<file path="src/rtl/fetch_unit.sv">
// fetch_unit
//
// Fetch stage sitting directly in front of the instruction memory. Owns the PC,
// drives the word address, and registers the returned word together with its PC
// into the fetch/decode register. Handles stall, branch/jump redirect with
// flush, and halts on EBREAK or when the PC leaves the instruction memory.
//
// Parameters
//   RESET_PC    PC loaded on reset (bits [1:0] forced to 0)
//   IMEM_WORDS  instruction memory depth in words; PC >= IMEM_WORDS*4 halts
//
// Ports
//   clk           rising-edge clock
//   rst           asynchronous, active-high reset
//   Address       current PC, to instruction memory
//   InstrIn       word returned by memory for Address (same cycle)
//   Stall         hold PC and output register
//   BranchTaken   redirect request, overrides Stall
//   BranchTarget  redirect address, bits [1:0] ignored
//   PCOut         PC of the instruction in Instr
//   Instr         registered instruction word
//   Valid         Instr/PCOut hold a real instruction
//   Halted        fetch stopped
//   FetchCount    number of instructions delivered
//
// Build option
//   FETCH_PERF_CNT_EN  when defined, FetchCount is a wrapping delivery counter;
//                      otherwise it is tied to zero and no counter exists.
//
// state | meaning
// ------+--------------------------------------------------------------
// BOOT  | one idle cycle after reset release, nothing fetched
// RUN   | fetching: redirect > stall > capture-and-advance
// HALT  | terminal; PC frozen, Valid cleared, only rst leaves

module fetch_unit #(
    parameter logic [31:0] RESET_PC   = 32'h0000_0000,
    parameter int          IMEM_WORDS = 256
) (
    input  logic        clk,
    input  logic        rst,
    output logic [31:0] Address,
    input  logic [31:0] InstrIn,
    input  logic        Stall,
    input  logic        BranchTaken,
    input  logic [31:0] BranchTarget,
    output logic [31:0] PCOut,
    output logic [31:0] Instr,
    output logic        Valid,
    output logic        Halted,
    output logic [31:0] FetchCount
);

    localparam logic [31:0] NOP     = 32'h0000_0013;
    localparam logic [31:0] EBREAK  = 32'h0010_0073;
    localparam logic [31:0] BOOT_PC = RESET_PC & 32'hFFFF_FFFC;
    // 33 bits so a memory spanning the whole 4 GiB space cannot overflow the limit
    localparam logic [32:0] PC_LIMIT = 33'(IMEM_WORDS) * 33'd4;

    typedef enum logic [1:0] {
        BOOT = 2'd0,
        RUN  = 2'd1,
        HALT = 2'd2
    } state_t;

    state_t      state;
    logic [31:0] pc;
    logic        pc_out_of_range;

    assign Address         = pc;
    assign pc_out_of_range = ({1'b0, pc} >= PC_LIMIT);

    always_ff @(posedge clk or posedge rst) begin
        if (rst) begin
            state  <= BOOT;
            pc     <= BOOT_PC;
            Instr  <= NOP;
            PCOut  <= 32'h0;
            Valid  <= 1'b0;
            Halted <= 1'b0;
        end else begin
            case (state)
                BOOT: begin
                    state <= RUN;
                end
                RUN: begin
                    if (BranchTaken) begin
                        pc    <= BranchTarget & 32'hFFFF_FFFC;
                        Instr <= NOP;
                        Valid <= 1'b0;
                    end else if (!Stall) begin
                        if (pc_out_of_range) begin
                            // the word on InstrIn is not real memory; drop it and stop
                            Valid  <= 1'b0;
                            Halted <= 1'b1;
                            state  <= HALT;
                        end else begin
                            Instr <= InstrIn;
                            PCOut <= pc;
                            Valid <= 1'b1;
                            pc    <= pc + 32'd4;
                            // EBREAK itself is still delivered once
                            if (InstrIn == EBREAK) begin
                                Halted <= 1'b1;
                                state  <= HALT;
                            end
                        end
                    end
                end
                HALT: begin
                    Valid <= 1'b0;
                end
                default: begin
                    state <= BOOT;
                end
            endcase
        end
    end

`ifdef FETCH_PERF_CNT_EN
    logic        capture;
    logic [31:0] fetch_count;

    // same condition under which Valid is loaded with 1 above
    assign capture = (state == RUN) && !BranchTaken && !Stall && !pc_out_of_range;

    always_ff @(posedge clk or posedge rst) begin
        if (rst) begin
            fetch_count <= 32'h0;
        end else if (capture) begin
            fetch_count <= fetch_count + 32'd1;
        end
    end

    assign FetchCount = fetch_count;
`else
    assign FetchCount = 32'h0;
`endif

endmodule

</file>
<file path="config.mk">
export PLATFORM = sky130hd
export DESIGN_NAME = fetch_unit
export DESIGN_NICKNAME = d
export VERILOG_FILES = /design/src/rtl/fetch_unit.sv
export SDC_FILE = /design/constraint.sdc
export NUM_CORES = 1
export LEC_CHECK = 0
export BUFFER_PORTS_ARGS = -buffer_cell sky130_fd_sc_hd__buf_2
export CORE_MARGIN = 3
export CORE_UTILIZATION = 46
export DETAILED_ROUTE_END_ITERATION = 10
export GPL_TIMING_DRIVEN = 1
export HOLD_SLACK_MARGIN = 0.12
export MAX_ROUTING_LAYER = met4
export PLACE_DENSITY = 0.83
export SYNTH_ARGS = -nofsm -noshare
export SYNTH_HDL_FRONTEND = slang
export SYNTH_SLANG_ARGS = --single-unit
</file>
<file path="constraint.sdc">
create_clock -name clk -period 3.25 [get_ports clk]
set_input_delay 0.1625 -clock clk [delete_from_list [all_inputs] [get_ports clk]]
set_output_delay 0.1625 -clock clk [all_outputs]
set_load 0.005 [all_outputs]
</file>
# Yosys cells after proc, flatten, opt, wreduce, memory -nomap -nowiden
# Cells that the tools add are included.
# totals
out_inout_bits,130
inputBits,68
ff_bits,100
word_cells,46
# classes
addsub,1
reduce_logical,8
n_mux,17
n_eq_ne,9
bitwise,4
order_cmp,1
# ops
operator,n
2-to-1 mux 32 bit,6
adder 32 x 3 -> 32 bit (second input constant),1
equality test 32 x 21 -> 1 bit (second input constant),1
>= comparator 32 x 11 -> 1 bit (second input constant),1
AND reduction 4 bit,3
2-to-1 mux 2 bit,4
inequality test 2 bit (second input constant),3
inequality test 3 bit (second input constant),2
case mux 2 bit (3 select lines),1
2-to-1 mux 1 bit,5
NOT 1 bit,4
nonzero test 2 bit,2
AND reduction 3 bit,1
equality test 2 x 1 -> 1 bit (second input constant),1
equality test 2 bit (second input constant),1
zero test 2 bit,1
inequality test 2 x 1 -> 1 bit (second input constant),1
case mux 1 bit (2 select lines),1
AND reduction 2 bit,1

# Longest topological paths before layout
# Gate-level depths: netlist (run 1).
# logic_depth
ltp_word,6
ltp_mapped,7
depth_no_buf,5

# Worst setup path before layout (run 1)
# OpenSTA, ideal clock, no wires.
# synth_path
kind,reg-to-reg
from,register pc[17] (netlist: Address[17])
to,register PCOut[2]
slack_ps,1177
synth_period_minus_slack_ps,2073
stages_incl_launch_ff,6
path_buffers,1
setup_time_ps,125
t_required_ps,3125
arrival_time_ps,1948
cell_sequence,dfrtp_1 -> or4_1 -> or2_1 -> nor3_4 -> buf_4 -> mux2_2
# synth_via
elab_chain_cells,3
# synth_rtl
item,line_no,source
"start, declared",67,logic [31:0] pc;
"start signal, assigned",88,pc <= BranchTarget & 32'hFFFF_FFFC;
"start signal, assigned",101,pc <= pc + 32'd4;
>= comparator 32 x 11 -> 1 bit,71,"assign pc_out_of_range = ({1'b0, pc} >= PC_LIMIT);"
NOT 1 bit (no line),--,
AND reduction 4 bit (no line),--,
"end signal, assigned",99,PCOut <= pc;
"end, declared",47,"output logic [31:0] PCOut,"
# Every way passes these cells.
# A chain may end at the register's enable or synchronous reset.

# Final worst setup path (run 1)
# layout_path
from,register pc[11] (netlist: Address[11])
to,register pc[6] (netlist: Address[6])
# layout_via
elab_chain_cells,3
# layout_rtl
item,line_no
>= comparator 32 x 11 -> 1 bit,71
inequality test 2 bit (no line),--
AND reduction 3 bit (no line),--
# Every way passes these cells.

==> impl_results.md, run 1 <==
* Run status: finished clean
* Fmax at between 400 and 500 MHz
* Antenna cells at 0
* Leakage power at about 0.0032 µW
* CP Capture Type: flop
* Placed insts at 629
* Drt drc at 0
* PwrDens at ~400 nW/µm²
* Vias post-DR at about 3600
* Total GRT Usage at about 23%
* Worst hold margin at around 0.15 ns
* CP startpoint kind: flop
* Worst reg2reg startpoint: Address[11]$_DFFE_PP0P_
* Seq/Total Area, Yosys at between 50% and 60%
* Drt via density at ~5.2
* Main area contributors after synthesis: dfrtp_1 56%, buf_4 6.7%, nand2_1 6.2%
* R2r worst-path depth at 4
* Drt wl/cell at between 15 and 20 µm
* TritonCTS clock tree: yes
* Initial core utilization at 47.58%
* WP data required at approximately 3.5 ns
* Hold path endpoint: Address[6]$_DFFE_PP0P_
* Remaining global-route overflow at 0
* Input/output buffers at about 160
* Vias in the first global route at roughly 3600
* Async S/R FF share, synth at 100.0%
* Fin Setup TNS at 0 ns
* Min-Delay Path Depth at 4
* Yosys reg bits at between 90 and 100
* Hold Crit Class: in -> reg
* CP arrival at about 2.5 ns
* Net count, final at about 660
* WS Path Type: reg -> reg
* Worst-Skew Late Latency at 0.35 ns
* Crit path time final at about 2.3 ns
* Mean Syn Cell Area at between 10 and 15 µm²
* Max_slew headroom at 30.56%
* Num CTS Buffers at 9
* Post-layout util at 65.41%
* Yosys top cell area share at between 50 and 60%
* DP Wirelength at just over 7000 µm
* Post-synth top flop: dfrtp_1
* Final Cycle Share at 70.42%
* H-tree lvl count at 3
* FILL cells at approximately 670
* Worst R2R Setup Slack at 0.96 ns
* Final ANT Viol Nets at 0
* Final WL at about 11000 µm
* RSZ-0062 raised after global routing: no
* Die area at 10190 µm²
* Root Driver: clkbuf_8
* First-pass GRT wire length at roughly 18000 µm
* Layout cells sized above 1 at 33.33%
* GP Congestion at slightly above 0.8
* Post-synth cell types at 44
* Cell accounting for the most synthesized area: dfrtp_1
* Post-synth EDFFs at 0
* Worst Setup SP: Address[11]$_DFFE_PP0P_
* Max clock buf depth at 2
* Reg clk slew, reported paths at 0.09 ns
* Die H at 101.0 µm
* Core Box Area at around 8700 µm²
* Max VDD drop at about 200 µV
* Drt first pass iters at 5
* Max Cap Viol at 0
* Hold Vio Cnt, Final at 0
* Die Span X at roughly 100 µm
* Initial DRC Count at 90
* CTS sink cnt at 96
* Worst-path fanout max at 7
* Synthesized cell area at 4149 µm²
* Worst slew pin tran at between 1 and 1.5 ns
* Yosys warns at 0
* Mapped Cells at approximately 380
* # IOs at between 150 and 200
* Final non-filler cell total at approximately 700
* Setup Viol. Count Final at 0
* Total power at approximately 2300 µW
* Area Overhead vs Synth at 37.48%
* Final Skew at approximately 0.017 ns
* Max-slew violation count at 0
* Most common cell after layout, fill and taps aside: buf_2
* Row count at 34
* Critical R2R Capture: Address[6]$_DFFE_PP0P_
* Most frequent cells in the layout: 159 x buf_2, 93 x dfrtp_1, 69 x nand2_1, 57 x dlygate4sd3_1, 36 x conb_1
* Worst hold start: BranchTarget[6]
* Largest net degree at the start of global routing at 97
* Initial antenna violation count at 0
## worst max-delay path by stage
stage / slack [ns] / cells past startpoint / end
5_1_grt: 0.82 / 4 / Address[6]$_DFFE_PP0P_
3_3_place_gp: 1.02 / 5 / PCOut[6]$_DFFE_PP0P_
3_5_place_dp: 0.99 / 4 / Address[6]$_DFFE_PP0P_
6_report: 0.96 / 4 / Address[6]$_DFFE_PP0P_
2_1_floorplan: 0.59 / 1 / Address[10]$_DFFE_PP0P_
4_1_cts: 0.97 / 5 / PCOut[9]$_DFFE_PP0P_
## flip-flops by register name, summed over array words and instances (netlist names)
name     cells
Valid        1
state        2
Instr       32
PCOut       30
Halted       1
Address     30
## final cells by class
type                    instances  area (µm²)  area share [%]
clock buffers                  10       137.6           2.413
clock inverters                 6       66.31           1.163
inverters                       9       36.28          0.6361
multi-input cells             252        1506           26.41
flip-flops and latches         96        2406           42.18
well taps                     108       135.1           2.369
repair buffers                221        1416           24.83
## layer usage
metal | global-route usage (%) | share of wire (%) | wire length, µm
met2 | 38.08 | 49 | 5575
met1 | 27.95 | 41 | 4604
met5 | - | 0 | 0
met3 | 4.221 | 8.0 | 907
met4 | 6.544 | 1.8 | 202
## critical path: stages, from the launching register on
cell,delay [ns]
dfrtp_1,0.41
or4_4,0.56
nor3_1,0.67
nand3_1,0.16
a311o_1,0.38
## synthesized netlist by cell type, types with 6 or more instances
cell type / number
dfrtp_1: 93
nand2_1: 69
buf_4: 37
a22o_1: 29
nor2_1: 9
inv_1: 9
clkbuf_1: 12
a21oi_1: 6
nor4_1: 12
nor2b_1: 23
mux2_2: 8
## cell families after synthesis
logic type	share of synthesized area, %
multiplexers	2.654
buffers and inverters	9.198
AND/OR/NAND/NOR	18.37
adder cells (fa/ha/maj)	0.6030
other	0.09038
AO/OA/AOI/OAI	11.10
flip-flops	57.99
## power breakdown
part / internal, µW / total (µW) / switching (µW)
clock network: 380 / 789 / 409
registers: 1230 / 1250 / 26.3
logic: 129 / 244 / 115
## per-stage QoR
| step | area (µm²) | setup WS [ns] |
|---|---|---|
| 2_1_floorplan | 4280 | 0.5871 |
| 3_3_place_gp | 4930 | 1.024 |
| 3_5_place_dp | 4930 | 0.9876 |
| 4_1_cts | 5704 | 0.9669 |
| 5_1_grt | 5704 | 0.8162 |
| 6_report | 5704 | 0.9615 |
## what timing repair did
action | in CTS | in global routing
hold buffers | 57 | 0
endpoints found under the hold margin | 149 | 0
resized for setup | 0 | 0
buffers inserted | 0 | 0
No activity file was read; power rests on OpenSTA's default activity.
==> inputs of run 2 (changes only) <==
==> constraint.sdc (replaced) <==
create_clock -name clk -period 2.3 [get_ports clk]
set_input_delay 0.115 -clock clk [delete_from_list [all_inputs] [get_ports clk]]
set_output_delay 0.115 -clock clk [all_outputs]
set_load 0.005 [all_outputs]
==> impl_results.md, run 2 (same netlist as run 1, synthesis figures left out) <==
* Drt via density at 5.164 (about the same)
* Top Layer Used: met4
* Final worst slack at 0.1560 ns (-0.8055 ns)
* Leakage power at 0.003184 µW (+0.93%)
* Total GRT Usage at 23.49% (+0.87 points)
* # IOs at 198 (unchanged)
* First-pass GRT wire length at 18400 µm (+4.0%)
* Fin Setup TNS at 0 ns (unchanged)
* Max_slew headroom at 32.22% (+1.7 points)
* Drt wl/cell at 16.37 µm (+1.8%)
* GP Congestion at 0.8584 (+4.4%)
* Initial antenna violation count at 0 (unchanged)
* Most common cell after layout, fill and taps aside: buf_2
* Final ANT Viol Nets at 0 (unchanged)
* Core Box Area at 8721 µm² (unchanged)
* Total power at 3264 µW (+43%)
* Hold Vio Cnt, Final at 0 (unchanged)
* Net count, final at 665 (+0.91%)
* Antenna cells at 0 (unchanged)
* PwrDens at 564.7 nW/µm² (+41%)
* Most frequent cells in the layout: 159 x buf_2, 93 x dfrtp_1, 69 x nand2_1, 59 x dlygate4sd3_1, 36 x conb_1
* Worst hold start: BranchTarget[2]
* Initial core utilization at 47.58% (unchanged)
* Run status: finished clean
* Drt drc at 0 (unchanged)
* Worst R2R Setup Slack at 0.16 ns (-0.81 ns)
* WL met1 at 4659 µm (+1.2%)
* H-tree lvl count at 3 (unchanged)
* Input/output buffers at 159 (unchanged)
* Met3 wire length at 915 µm (+0.88%)
* Min-Delay Path Depth at 4 (unchanged)
* Worst-Skew Late Latency at 0.36 ns (about the same)
* Worst reg2reg startpoint: Address[17]$_DFFE_PP0P_
* Row count at 34 (unchanged)
* FILL cells at 644 (-4.5%)
* Final Skew at 0.01219 ns (-0.005075 ns)
* Worst slack, placed at 0.09746 ns (-0.8901 ns)
* Die Span X at 101.0 µm (unchanged)
* Die H at 101.0 µm (unchanged)
* Post-layout util at 66.28% (+0.88 points)
* WS Path Type: reg -> reg
* Max Cap Viol at 0 (unchanged)
* Worst slew pin tran at 1.014 ns (-0.02490 ns)
* Root Driver: clkbuf_8
* Drt first pass iters at 5 (unchanged)
* Post-CTS setup buffers at 0 (unchanged)
* Hold path endpoint: Address[2]$_DFFE_PP0P_
* Num CTS Buffers at 9 (unchanged)
* Final Cycle Share at 93.22% (+23 points)
* TritonCTS clock tree: yes
* Final WL at 11590 µm (+2.7%)
* Remaining global-route overflow at 0 (unchanged)
* Fmax at 466.4 MHz (+6.7%)
* Setup Viol. Count Final at 0 (unchanged)
* Max clock buf depth at 2 (unchanged)
* R2r worst-path depth at 5 (+1)
* CP arrival at 2.39 ns (-0.14 ns)
* Initial DRC Count at 102 (+13%)
* Reg clk slew, reported paths at 0.09 ns (about the same)
* Layout cells sized above 1 at 34.00% (+0.67 points)
* Critical R2R Capture: PCOut[9]$_DFFE_PP0P_
* CTS sink cnt at 96 (unchanged)
* Met2 WL at 5838 µm (+4.7%)
* Hold Crit Class: in -> reg
* Vias post-DR at 3656 (+0.83%)
* CP startpoint kind: flop
* Worst hold margin at 0.1567 ns (+0.004538 ns)
* Area Overhead vs Synth at 39.32%
* Vias in the first global route at 3769 (+4.1%)
* Crit path time final at 2.144 ns (-0.1445 ns)
* Max VDD drop at 383.9 µV (+94%)
* Worst-path fanout max at 12 (+5)
* CP Capture Type: flop
* Reg with most FFs: Instr
* Max-slew violation count at 0 (unchanged)
* Max FFs per register at 32 (unchanged)
* WP data required at 2.54 ns (-0.95 ns)
* Die area at 10190 µm² (unchanged)
* Largest net degree at the start of global routing at 45 (-54%)
* DP Wirelength at 7423 µm (+4.1%)
* RSZ-0062 raised after global routing: no
run 2: changes by cell type in the layout (fill, tap and decap cells not counted), sizes merged:
| cell | before | now |
|---|---|---|
| buf | 164 | 168 |
| clkinv | 4 | 3 |
| clkinvlp | 0 | 1 |
| dlygate4sd3 | 57 | 59 |
run 2: power breakdown:
part / internal, µW / switching [µW] / total [µW] / leakage, µW
registers: 1740 / 39.2 / 1770 / 0.00126
logic: 187 / 164 / 351 / 0.00181
clock network: 539 / 599 / 1140 / 0.000107
total: 2460 / 802 / 3260 / 0.00318
run 2: final cells by class:
| type | count | area (µm²) | area share, % |
|---|---|---|---|
| Clock buffer | 10 | 137.6 | 2.381 |
| Clock inverter | 6 | 66.31 | 1.147 |
| Sequential cell | 96 | 2406 | 41.62 |
| Timing Repair Buffer | 227 | 1483 | 25.65 |
| Inverter | 9 | 37.54 | 0.6494 |
| Tap cell | 108 | 135.1 | 2.338 |
| Multi-Input combinational cell | 252 | 1515 | 26.21 |
run 2: what timing repair did:
action                                 in CTS  in global routing
gates resized for setup                     0                  3
hold buffers                               59                  0
endpoints found under the hold margin      85                  0
setup endpoints to repair                   0                 35
run 2: critical path: stages (launching register included):
cell and delay (ns):
dfrtp_1 0.41, or4_1 0.61, or2_4 0.30, nor3_4 0.19, buf_12 0.17, mux2_2 0.34
run 2: how the worst max path moves through the flow:
| stage | from | to | slack, ns |
|---|---|---|---|
| 6_report | Address[17]$_DFFE_PP0P_ | PCOut[9]$_DFFE_PP0P_ | 0.16 |
| 5_1_grt | Address[17]$_DFFE_PP0P_ | PCOut[8]$_DFFE_PP0P_ | 0.05 |
| 4_1_cts | Address[17]$_DFFE_PP0P_ | Instr[14]$_DFFE_PP0P_ | 0.07 |
| 3_5_place_dp | Address[17]$_DFFE_PP0P_ | Instr[16]$_DFFE_PP0P_ | 0.1 |
| 3_3_place_gp | Address[17]$_DFFE_PP0P_ | Instr[28]$_DFFE_PP0P_ | 0.15 |
| 2_1_floorplan | Address[17]$_DFFE_PP0P_ | PCOut[2]$_DFFE_PP0P_ | 0.23 |
run 2: routing by layer:
layer | vias up | GRT usage [%]
li1 | 1682 | -
met1 | 1778 | 28.42
met2 | 180 | 39.49
met3 | 16 | 5.190
met4 | 0 | 6.953
met5 | - | -
run 2: through the flow:
step / cell area (µm²) / std cells
5_1_grt: 5781 / 708
2_1_floorplan: 4284 / 411
6_report: 5781 / 708
3_5_place_dp: 4974 / 633
3_3_place_gp: 4974 / 633
4_1_cts: 5768 / 708
==> inputs of run 3 (changes only) <==
--- a/config.mk
+++ b/config.mk
@@ -9,7 +9,7 @@
 export CORE_MARGIN = 3
 export CORE_UTILIZATION = 46
 export DETAILED_ROUTE_END_ITERATION = 10
-export GPL_TIMING_DRIVEN = 1
+export GPL_TIMING_DRIVEN = 0
 export HOLD_SLACK_MARGIN = 0.12
 export MAX_ROUTING_LAYER = met4
 export PLACE_DENSITY = 0.83
==> impl_results.md, run 3 (same netlist as run 1, synthesis figures left out) <==
* WP data required at 2.54 ns (about the same)
* Layout cells sized above 1 at 38.12% (+4.1 points)
* Worst-Skew Late Latency at 0.35 ns (about the same)
* Max VDD drop at 316.6 µV (-18%)
* Max Cap Viol at 0 (unchanged)
* Row count at 34 (unchanged)
* Crit path time final at 2.193 ns (+0.04873 ns)
* CP max stage cell: or4_4
* CP startpoint kind: flop
* Setup Viol. Count Final at 0 (unchanged)
* # IOs at 198 (unchanged)
* PwrDens at 525.0 nW/µm² (-7.0%)
* Most frequent cells in the layout: 161 x buf_2, 93 x dfrtp_1, 69 x nand2_1, 58 x dlygate4sd3_1, 42 x buf_4
* Final WL at 11660 µm (+0.55%)
* R2r worst-path depth at 5 (unchanged)
* Drt wl/cell at 15.42 µm (-5.8%)
* Worst hold margin at 0.1443 ns (-0.01239 ns)
* H-tree lvl count at 3 (unchanged)
* First-pass GRT wire length at 18850 µm (+2.5%)
* RSZ-0062 raised after global routing: no
* Run status: finished clean
* Core Box Area at 8721 µm² (unchanged)
* Most common cell after layout, fill and taps aside: buf_2
* Die Span X at 101.0 µm (unchanged)
* CP Capture Type: flop
* CP Cell Sequence: or4_4, or2_4, nor3_4, buf_6, mux2_2
* Final non-filler cell total at 756 (+6.8%)
* Total GRT Usage at 24.09% (+0.61 points)
* Slowest stage delay, CP at 0.57 ns (-0.04 ns)
* Die area at 10190 µm² (unchanged)
* Initial antenna violation count at 0 (unchanged)
* Worst Setup SP: Address[20]$_DFFE_PP0P_
* Register Area at 2406 µm² (unchanged)
* Die H at 101.0 µm (unchanged)
* Fmax at 456.1 MHz (-2.2%)
* Hold Crit Class: in -> reg
* Switch share at 25.51% (+0.92 points)
* Switching power at 813.4 µW (+1.4%)
* Final ANT Viol Nets at 0 (unchanged)
* Max FFs per register at 32 (unchanged)
* Reg with most FFs: Instr
* Worst R2R Setup Slack at 0.11 ns (-0.05 ns)
* Comb power frac at 12.5% (+1.7 points)
* Worst-path fanout max at 9 (-3)
* Power Internal at 2376 µW (-3.5%)
* CTS sink cnt at 96 (unchanged)
* DP Wirelength at 7997 µm (+7.7%)
* Final Skew at 0.01215 ns (-0.00003940 ns)
* FILL cells at 625 (-3.0%)
* Num CTS Buffers at 9 (unchanged)
* Fin area at 6075 µm² (+5.1%)
* Initial core utilization at 47.58% (unchanged)
* Area Overhead vs Synth at 46.41%
* Total power at 3189 µW (-2.3%)
* Sequential power share at 55.6% (+1.2 points)
* Placed inst area at 5250 µm² (+5.6%)
* WS Path Type: reg -> reg
* GP Congestion at 0.8533 (-0.59%)
* Largest net degree at the start of global routing at 38 (-16%)
* Final Cycle Share at 95.34% (+2.1 points)
* Input/output buffers at 158 (-0.63%)
* Final worst slack at 0.1073 ns (-0.04873 ns)
* Worst slew pin tran at 0.6839 ns (-0.3305 ns)
* Worst reg2reg startpoint: Address[20]$_DFFE_PP0P_
* Clock power frac at 31.8% (-3.1 points)
* Max-slew violation count at 0 (unchanged)
* Antenna cells at 0 (unchanged)
* TritonCTS clock tree: yes
* Drt drc at 0 (unchanged)
* Root Driver: clkbuf_8
* Vias post-DR at 3707 (+1.4%)
* Vias in the first global route at 3810 (+1.1%)
* Reg clk slew, reported paths at 0.09 ns (about the same)
* Net count, final at 713 (+7.2%)
* Initial DRC Count at 94 (-7.8%)
* Hold Vio Cnt, Final at 0 (unchanged)
* CP arrival at 2.43 ns (+0.04 ns)
* Max_slew headroom at 54.31% (+22 points)
* Drt via density at 4.903 (-5.0%)
* Leakage power at 0.003397 µW (+6.7%)
* Drt first pass iters at 4 (-1)
* Max clock buf depth at 2 (unchanged)
* Area of the multi-input gates at 1515 µm² (unchanged)
* Remaining global-route overflow at 0 (unchanged)
* Worst slack, placed at -0.1761 ns (-0.2736 ns)
* Placed insts at 679 (+7.3%)
* Critical R2R Capture: PCOut[8]$_DFFE_PP0P_
* Worst setup endpoint: PCOut[8]$_DFFE_PP0P_
run 3: area by class of cell:
| type | instances | area share (%) |
|---|---|---|
| Buffer | 52 | 5.808 |
| Clock buffer | 10 | 2.101 |
| Tap cell | 108 | 2.225 |
| Sequential cell | 96 | 39.61 |
| Inverter | 9 | 0.6179 |
| Timing Repair Buffer | 223 | 23.85 |
| Clock inverter | 6 | 0.8445 |
| Multi-Input combinational cell | 252 | 24.94 |
run 3: worst min-delay path by stage:
stage                                         end  slack, ns             start  cells past startpoint
after floorplan           Address[11]$_DFFE_PP0P_       0.22  BranchTarget[11]                      2
after global placement    Address[27]$_DFFE_PP0P_       0.30  BranchTarget[27]                      3
after detailed placement  Address[13]$_DFFE_PP0P_       0.25               rst                      2
after CTS                  Address[4]$_DFFE_PP0P_       0.13   BranchTarget[4]                      4
after global routing       Address[8]$_DFFE_PP0P_       0.14   BranchTarget[8]                      4
final                      Address[8]$_DFFE_PP0P_       0.14   BranchTarget[8]                      4
run 3: repair_timing:
item                                    in CTS  in global routing
buffers inserted                             4                  1
endpoints found under the setup margin      61                 63
hold endpoints to repair                    88                  0
pin swaps                                    2                  2
hold buffers                                58                  0
gates resized for setup                      3                 13
run 3: critical path, delay by kind of cell, from the launching register on:
kind	cells	cell delay [ns]
DFF	1	0.42
and+or+nand+nor	3	1.13
muxes	1	0.34
buffers and inverters	1	0.19
run 3: power groups by stage:
stage,clock network (µW),logic (µW),registers (µW)
2_1_floorplan,0,159,1800
3_3_place_gp,0,295,1800
3_5_place_dp,0,311,1800
4_1_cts,1040,390,1770
5_1_grt,1110,443,1780
6_report,1010,400,1770
run 3: stage by stage:
step	utilization, %	TNS (ns)
floorplan	-	0
global placement	59.74	-3.994
detailed placement	60.20	-5.770
CTS	69.34	0
global route	69.66	0
finish	69.66	0
run 3: layer usage:
| layer | GRT usage [%] | vias to the layer above | wire [µm] |
|---|---|---|---|
| met4 | 5.215 | 0 | 133 |
| met1 | 30.31 | 1747 | 4853 |
| met3 | 4.775 | 14 | 810 |
| met2 | 40.61 | 164 | 5858 |
| met5 | - | - | 0 |
| li1 | - | 1782 | - |
